[src/rtl/wb_ddr2_pkg.sv]
// wb_ddr2_pkg: shared FSM state type, Wishbone CTI/BTE codes
// and the posted-write entry layout for the DDR2 write buffer.
package wb_ddr2_pkg;

  typedef enum logic [1:0] {
    ST_IDLE  = 2'd0,
    ST_DRAIN = 2'd1,
    ST_READ  = 2'd2
  } wb_st_e;

  localparam logic [2:0] CTI_CLASSIC = 3'b000;
  localparam logic [2:0] CTI_INCR    = 3'b010;
  localparam logic [2:0] CTI_EOB     = 3'b111;
  localparam logic [1:0] BTE_LINEAR  = 2'b00;

  // 68-bit posted write: {adr, dat, sel}
  typedef struct packed {
    logic [31:0] adr;
    logic [31:0] dat;
    logic [3:0]  sel;
  } wr_entry_t;

endpackage

[src/rtl/wb_ddr2_wrbuf_fifo.sv]
// wb_ddr2_wrbuf_fifo: 2**DEPTH_LOG2 entry posted-write FIFO.
// Ports: push/push_data, pop/head, registered full/empty, count.
module wb_ddr2_wrbuf_fifo
  import wb_ddr2_pkg::*;
#(
  parameter int DEPTH_LOG2 = 2
) (
  input  logic                wb_clk,
  input  logic                wb_rst,
  input  logic                push,
  input  wr_entry_t           push_data,
  input  logic                pop,
  output wr_entry_t           head,
  output logic                full,
  output logic                empty,
  output logic [DEPTH_LOG2:0] count
);

  localparam int DEPTH = 1 << DEPTH_LOG2;

  wr_entry_t           mem [DEPTH];
  logic [DEPTH_LOG2:0] wr_ptr;
  logic [DEPTH_LOG2:0] rd_ptr;
  logic [DEPTH_LOG2:0] wr_nxt;
  logic [DEPTH_LOG2:0] rd_nxt;
  logic                do_push;
  logic                do_pop;

  // full is a register, so a push is refused while full
  // even when a pop happens in the same cycle
  assign do_push = push & ~full;
  assign do_pop  = pop & ~empty;

  assign wr_nxt = wr_ptr + {{DEPTH_LOG2{1'b0}}, do_push};
  assign rd_nxt = rd_ptr + {{DEPTH_LOG2{1'b0}}, do_pop};

  always_ff @(posedge wb_clk or posedge wb_rst) begin
    if (wb_rst) begin
      wr_ptr <= '0;
      rd_ptr <= '0;
      full   <= 1'b0;
      empty  <= 1'b1;
    end else begin
      wr_ptr <= wr_nxt;
      rd_ptr <= rd_nxt;
      // extra pointer MSB tells a wrapped writer from an equal one
      full   <= (wr_nxt[DEPTH_LOG2] != rd_nxt[DEPTH_LOG2]) &&
                (wr_nxt[DEPTH_LOG2-1:0] == rd_nxt[DEPTH_LOG2-1:0]);
      empty  <= (wr_nxt == rd_nxt);
    end
  end

  always_ff @(posedge wb_clk) begin
    if (do_push) begin
      mem[wr_ptr[DEPTH_LOG2-1:0]] <= push_data;
    end
  end

  assign head  = mem[rd_ptr[DEPTH_LOG2-1:0]];
  assign count = wr_ptr - rd_ptr;

endmodule

[src/rtl/wb_ddr2_wrbuf.sv]
// wb_ddr2_wrbuf: posts CPU writes into a FIFO, drains them as classic
// singles to a DDR2 arbiter port; reads pass through once drained.
// Ports: wbs_* slave side, wbm_* master side, wr_err_o sticky error.
module wb_ddr2_wrbuf
  import wb_ddr2_pkg::*;
#(
  parameter int DEPTH_LOG2 = 2
) (
  input  logic        wb_clk,
  input  logic        wb_rst,
  input  logic [31:0] wbs_adr_i,
  input  logic [31:0] wbs_dat_i,
  input  logic [3:0]  wbs_sel_i,
  input  logic [2:0]  wbs_cti_i,
  input  logic [1:0]  wbs_bte_i,
  input  logic        wbs_cyc_i,
  input  logic        wbs_stb_i,
  input  logic        wbs_we_i,
  output logic [31:0] wbs_dat_o,
  output logic        wbs_ack_o,
  output logic        wbs_err_o,
  output logic        wbs_rty_o,
  output logic [31:0] wbm_adr_o,
  output logic [31:0] wbm_dat_o,
  output logic [3:0]  wbm_sel_o,
  output logic [2:0]  wbm_cti_o,
  output logic [1:0]  wbm_bte_o,
  output logic        wbm_cyc_o,
  output logic        wbm_stb_o,
  output logic        wbm_we_o,
  input  logic [31:0] wbm_dat_i,
  input  logic        wbm_ack_i,
  input  logic        wbm_err_i,
  input  logic        wbm_rty_i,
  output logic        wr_err_o
);

  localparam logic [DEPTH_LOG2:0] ONE = (DEPTH_LOG2+1)'(1);

  wb_st_e              state;
  logic                ack_q;
  logic                err_q;
  wr_entry_t           head;
  wr_entry_t           push_data;
  logic                full;
  logic                empty;
  logic [DEPTH_LOG2:0] count;
  logic                in_drain;
  logic                in_read;
  logic                wr_req;
  logic                rd_req;
  logic                wr_acc;
  logic                pop;
  logic                last_pop;
  logic                rd_done;

  assign in_drain = (state == ST_DRAIN);
  assign in_read  = (state == ST_READ);

  assign wr_req = wbs_cyc_i & wbs_stb_i & wbs_we_i;
  assign rd_req = wbs_cyc_i & wbs_stb_i & ~wbs_we_i;

  // ack_q blocks a second push of the beat being acked
  assign wr_acc = wr_req & ~full & ~ack_q & ~in_read;

  // err also retires the entry; rty leaves it at the head
  assign pop = in_drain & (wbm_ack_i | wbm_err_i);

  // a push in the same cycle keeps the drain going
  assign last_pop = pop & (count == ONE) & ~wr_acc;

  assign rd_done = (wbm_ack_i & (wbs_cti_i != CTI_INCR)) | ~wbs_cyc_i;

  assign push_data.adr = wbs_adr_i;
  assign push_data.dat = wbs_dat_i;
  assign push_data.sel = wbs_sel_i;

  wb_ddr2_wrbuf_fifo #(
    .DEPTH_LOG2 (DEPTH_LOG2)
  ) u_fifo (
    .wb_clk    (wb_clk),
    .wb_rst    (wb_rst),
    .push      (wr_acc),
    .push_data (push_data),
    .pop       (pop),
    .head      (head),
    .full      (full),
    .empty     (empty),
    .count     (count)
  );

  always_ff @(posedge wb_clk or posedge wb_rst) begin
    if (wb_rst) begin
      state <= ST_IDLE;
      ack_q <= 1'b0;
      err_q <= 1'b0;
    end else begin
      ack_q <= wr_acc;
      if (in_drain && wbm_err_i) begin
        err_q <= 1'b1;
      end
      unique case (state)
        ST_IDLE: begin
          // posted writes go first: read-after-write ordering
          if (!empty) begin
            state <= ST_DRAIN;
          end else if (rd_req) begin
            state <= ST_READ;
          end
        end
        ST_DRAIN: begin
          if (last_pop) begin
            state <= ST_IDLE;
          end
        end
        ST_READ: begin
          if (rd_done) begin
            state <= ST_IDLE;
          end
        end
        default: state <= ST_IDLE;
      endcase
    end
  end

  assign wr_err_o = err_q;

  // bus outputs decode the state register, so reset
  // drops wbm_cyc_o without waiting for a clock
  always_comb begin
    wbm_adr_o = '0;
    wbm_dat_o = '0;
    wbm_sel_o = '0;
    wbm_cti_o = CTI_CLASSIC;
    wbm_bte_o = BTE_LINEAR;
    wbm_cyc_o = 1'b0;
    wbm_stb_o = 1'b0;
    wbm_we_o  = 1'b0;
    wbs_ack_o = ack_q;
    wbs_err_o = 1'b0;
    wbs_rty_o = 1'b0;
    wbs_dat_o = '0;
    unique case (1'b1)
      in_drain: begin
        wbm_adr_o = head.adr;
        wbm_dat_o = head.dat;
        wbm_sel_o = head.sel;
        wbm_cti_o = CTI_EOB;
        wbm_bte_o = BTE_LINEAR;
        wbm_cyc_o = 1'b1;
        wbm_stb_o = 1'b1;
        wbm_we_o  = 1'b1;
      end
      in_read: begin
        wbm_adr_o = wbs_adr_i;
        wbm_dat_o = wbs_dat_i;
        wbm_sel_o = wbs_sel_i;
        wbm_cti_o = wbs_cti_i;
        wbm_bte_o = wbs_bte_i;
        wbm_cyc_o = wbs_cyc_i;
        wbm_stb_o = wbs_stb_i;
        wbm_we_o  = 1'b0;
        wbs_ack_o = wbm_ack_i;
        wbs_err_o = wbm_err_i;
        wbs_rty_o = wbm_rty_i;
        wbs_dat_o = wbm_dat_i;
      end
      default: ;
    endcase
  end

endmodule

[config.mk]
export PLATFORM = sky130hd
export DESIGN_NAME = wb_ddr2_wrbuf
export DESIGN_NICKNAME = d
export VERILOG_FILES = /design/src/rtl/wb_ddr2_pkg.sv /design/src/rtl/wb_ddr2_wrbuf_fifo.sv /design/src/rtl/wb_ddr2_wrbuf.sv
export SDC_FILE = /design/constraint.sdc
export NUM_CORES = 1
export LEC_CHECK = 0
export CAP_MARGIN = 20
export CORE_ASPECT_RATIO = 1.2
export CORE_MARGIN = 5
export CORE_UTILIZATION = 37
export CTS_CLUSTER_DIAMETER = 40
export DETAILED_ROUTE_END_ITERATION = 10
export PLACE_DENSITY_LB_ADDON = 0.2
export SYNTH_ARGS = -nofsm -noshare
export SYNTH_HDL_FRONTEND = slang
export SYNTH_SLANG_ARGS = --single-unit
export TNS_END_PERCENT = 20
[constraint.sdc]
create_clock -name wb_clk -period 11.85 [get_ports wb_clk]
set_clock_uncertainty 0.1 [all_clocks]
set_input_delay 2.37 -clock wb_clk [delete_from_list [all_inputs] [get_ports wb_clk]]
set_output_delay 2.37 -clock wb_clk [all_outputs]
set_load 0.01 [all_outputs]
==> results <==
- The most common cell in the synthesized netlist is edfxtp_1.
- The worst register-to-register path begins at state[0].
- The critical path startpoint category is a primary input.
- The data required time of the critical path is 9380 ps.
- The count of nets left with antenna violations once routing finished came out at 0.
- TritonCTS built the clock tree.
- The critical path capture point type is an output pin.
- The first-pass GRT wire length is between 40 and 50 mm.
- For this run, the leading register cell type out of synthesis is edfxtp_1.
- The worst-case IR drop observed on VDD is 0.0001352 V.
- The count of final setup violators is 0.
- The synthesized-area fraction occupied by adder cells is 0.01017.
- Dividing the final minimum period by the clock period gives 0.5346.
- The total overflow left after global routing is 0.
- The number of global-route vias before repair is approximately 7.2k.
- The finished layout holds 1282 standard cells, fillers aside.
- The class of the tightest hold or removal check is register to register.
- The share of the synthesized area in compound gates (AO/OA/AOI/OAI) is 0.05020.
- In this run, synthesis produced a sequential element count of 284.
- Clock tree synthesis found a total of 284 sinks.
- Sorting the synthesized cells by how often they occur yields edfxtp_1, nor2b_1, a22oi_1, mux4_2, and2_1.
- When the netlist entered floorplanning its net count stood at between 700 and 800.
- Summing all placed instances gives a cell area of 14510 sq um.
- The TritonCTS buffer count is 35.
- The insertion delay to the later sink of the worst-skew pair is about 500 ps.
- In this run, the number of DRC markers left after iteration 0 of detailed routing was 300.
- Dividing the detail-routed wire length by the instance count gives roughly 21 um.
- The master cell of the clock root buffer is clkbuf_16.
- Overall power consumption after layout is estimated at 3.647 mW.
- Post-CTS timing repair inserted 0 buffers for setup.
- Measured against its own limit, the worst slew margin works out to 0.4817.
- At the pin with the least slew margin, the transition time is between 700 and 800 ps.
- The placement row count is 71.
- The net count of the finished layout is 977.
- The wire length after detailed routing is 27.09 mm.
- The area fraction in and, or, nand and nor cells after synthesis is 0.06576.
- For this run, design rule violations remaining after detail routing come to 0.
- The I/O pin count is 225.
- At the placement stage, the worst setup path has a slack of around 5500 ps.
- The number of endpoints with negative hold slack in the final report is 0.
- After synthesis, the netlist uses 31 different library cells.
- The async set-or-reset flop fraction in the synthesized netlist is 0.04225.
- The dominant combinational cell family by area after synthesis is multiplexers.
- The number of antenna violations at the first check in global routing was 0.
- The tool flagged a number of max-cap violations equal to 0.
- For this run, the total global-route usage over all layers was measured as 0.1498.
- Summing all non-filler instances in the final layout gives an area of around 16000 sq um.
- The worst path in the final design needs a cycle of 6336 ps, including I/O delays and setup.
- The vias per cell is 5.242.
- Of all nets on the critical path, the largest fanout is 5.
- The mux share of post-synthesis cell area is 0.1323.
- The most critical setup path has its startpoint at wbs_adr_i[12].
- The via total after detailed routing is 6720.
- Dividing total power by cell area gives a power density of 232.4 nW/um^2.
- The share of the synthesized netlist area taken by xor and xnor gates is 0.005613.
- After legalization and detailed placement, the total HPWL measured 16.20 mm.
- The least setup slack across all paths after layout is roughly 5500 ps.
- The core outline area is 31450 sq um.
- Counting flops with a built-in enable in the synthesized netlist gives 272.
- The critical path is of the primary input to output pin type.
- The number of antenna cells inserted is 0.
- For this configuration, the core starts out at a cell density of 0.3757.
- The cell leakage power is 5.054 nW.
- The count of warnings emitted by yosys is 0.
- The accumulated negative setup slack is 0 ps.
- In this run the number of H-tree levels came out at 2.
- The area share of the leading cell type in the synthesized netlist is 0.6913.
- The number of placed instances, taps included, is 1219.
- The number of max-slew violations in the final report came to 0.
- In this run the deepest clock path goes through 3 buffers.
- After synthesis the cells add up to around 12000 sq um.
- The clock transition at the register clock pins on the worst setup and hold paths after CTS is 50 ps.
- Entering global routing, the biggest net connects 72 pins.
- The floorplan step defined a die boundary enclosing 35620 sq um.
- The arrival time of data at the critical path endpoint is 3870 ps.
- The hold buffer count at CTS is 0.
- The number of iterations in the first detailed-routing pass is 5.
- Compared with the post-synthesis result, the final layout area differs by 32.80%.
- The sequential area share after synthesis is 0.7168.
- Yosys attributes the largest share of cell area to edfxtp_1, mux4_2, a22oi_1, nor2b_1, dfrtp_1.
- The vertical extent of the die is 205.8 um.
- In this run the most critical hold path is launched from wr_err_o.
- The number of buffer cells added on primary ports is 224.
- The synthesized instance count is 626.
- The number of resized instances in the post-cts repair step is 0.
- The floorplan step set the die width to 173.1 um.
- The flow ran to the end, and the final reports show no timing, DRC or antenna violations.
- The fraction of layout instances using a drive strength above 1 is 0.1680.
- The upper clock frequency limit is roughly 160 MHz.
- The mean post-synth cell area is between 15 and 20 sq um.
- At the end of the flow the core is filled with cells to 0.4989.
- The final weighted congestion of routability-driven global placement is 0.7264.
- Setup repair after global routing left no endpoint under its margin.
- Of all cell types, the one taking the most synthesized area is edfxtp_1.
- Hold is met by ~370 ps.
[layout make-up]
| cell class | instances | area [sq um] |
|---|---|---|
| clock inverters | 22 | 236.5 |
| fillers | 2662 | 15760 |
| clock buffers | 41 | 940.9 |
| repair buffers | 237 | 2340 |
| inverters | 6 | 22.52 |
| well taps | 401 | 501.7 |
| multi-input cells | 291 | 3172 |
| flip-flops and latches | 284 | 8477 |
[registers in the layout, summed over array words and instances, names as in the netlist]
name           cells
u_fifo.mem       272
u_fifo.full        1
wr_err_o           1
u_fifo.empty       1
ack_q              1
state              2
u_fifo.wr_ptr      3
u_fifo.rd_ptr      3
[kinds of logic (layout without fill, tap and decap cells)]
group | count (synthesis) | count (layout)
buf+inv | 51 | 306
mux | 71 | 71
fa+ha+maj | 9 | 9
compound gates | 79 | 79
flops | 284 | 284
simple gates | 126 | 126
xor+xnor | 6 | 6
[power by group]
part | internal [mW] | switching (mW)
registers | 1.17 | 0.0839
clock network | 0.661 | 0.396
logic | 0.717 | 0.618
total | 2.55 | 1.10
[path summary, 6_finish.rpt]
kind                            cells past startpoint                to  slack, ps
worst max-delay path                                4     wbm_adr_o[12]       5510
worst min-delay path                                1          wr_err_o        370
worst max register to register                     10      u_fifo.empty       8540
worst min register to register                      1          wr_err_o        370
max in group asynchronous                           2  u_fifo.rd_ptr[0]       9190
min in group asynchronous                           2  u_fifo.rd_ptr[1]       2100
[worst max-delay path, cell delays in order]
cell and delay, ps:
clkdlybuf4s50_1 560, a22oi_1 120, nor2b_1 240, clkdlybuf4s50_1 580
[metal layers]
metal,vias up,wire length [um],global-route usage
li1,2984,-,-
met1,3476,11380,0.1889
met2,223,13700,0.2648
met3,37,1467,0.03344
met4,0,534,0.03735
met5,-,0,0
[cells in the final DEF (no fill, tap or decap), types with 3 or more instances in the layout]
cell | synthesis | routed
clkdlybuf4s50_1 | 0 | 224
clkbuf_16 | 0 | 37
buf_4 | 0 | 13
xnor2_1 | 3 | 3
edfxtp_1 | 272 | 272
nor2_1 | 3 | 3
nand2_1 | 4 | 4
dfrtp_1 | 11 | 9
clkinv_4 | 0 | 5
nor4_2 | 0 | 4
ha_1 | 8 | 5
inv_1 | 6 | 6
nor2b_1 | 76 | 76
and2_1 | 36 | 36
clkinv_1 | 0 | 7
a22oi_1 | 68 | 68
clkbuf_1 | 30 | 4
bufinv_16 | 0 | 4
mux4_2 | 68 | 68
a21oi_1 | 6 | 6
(Power assumes the default switching activity.)
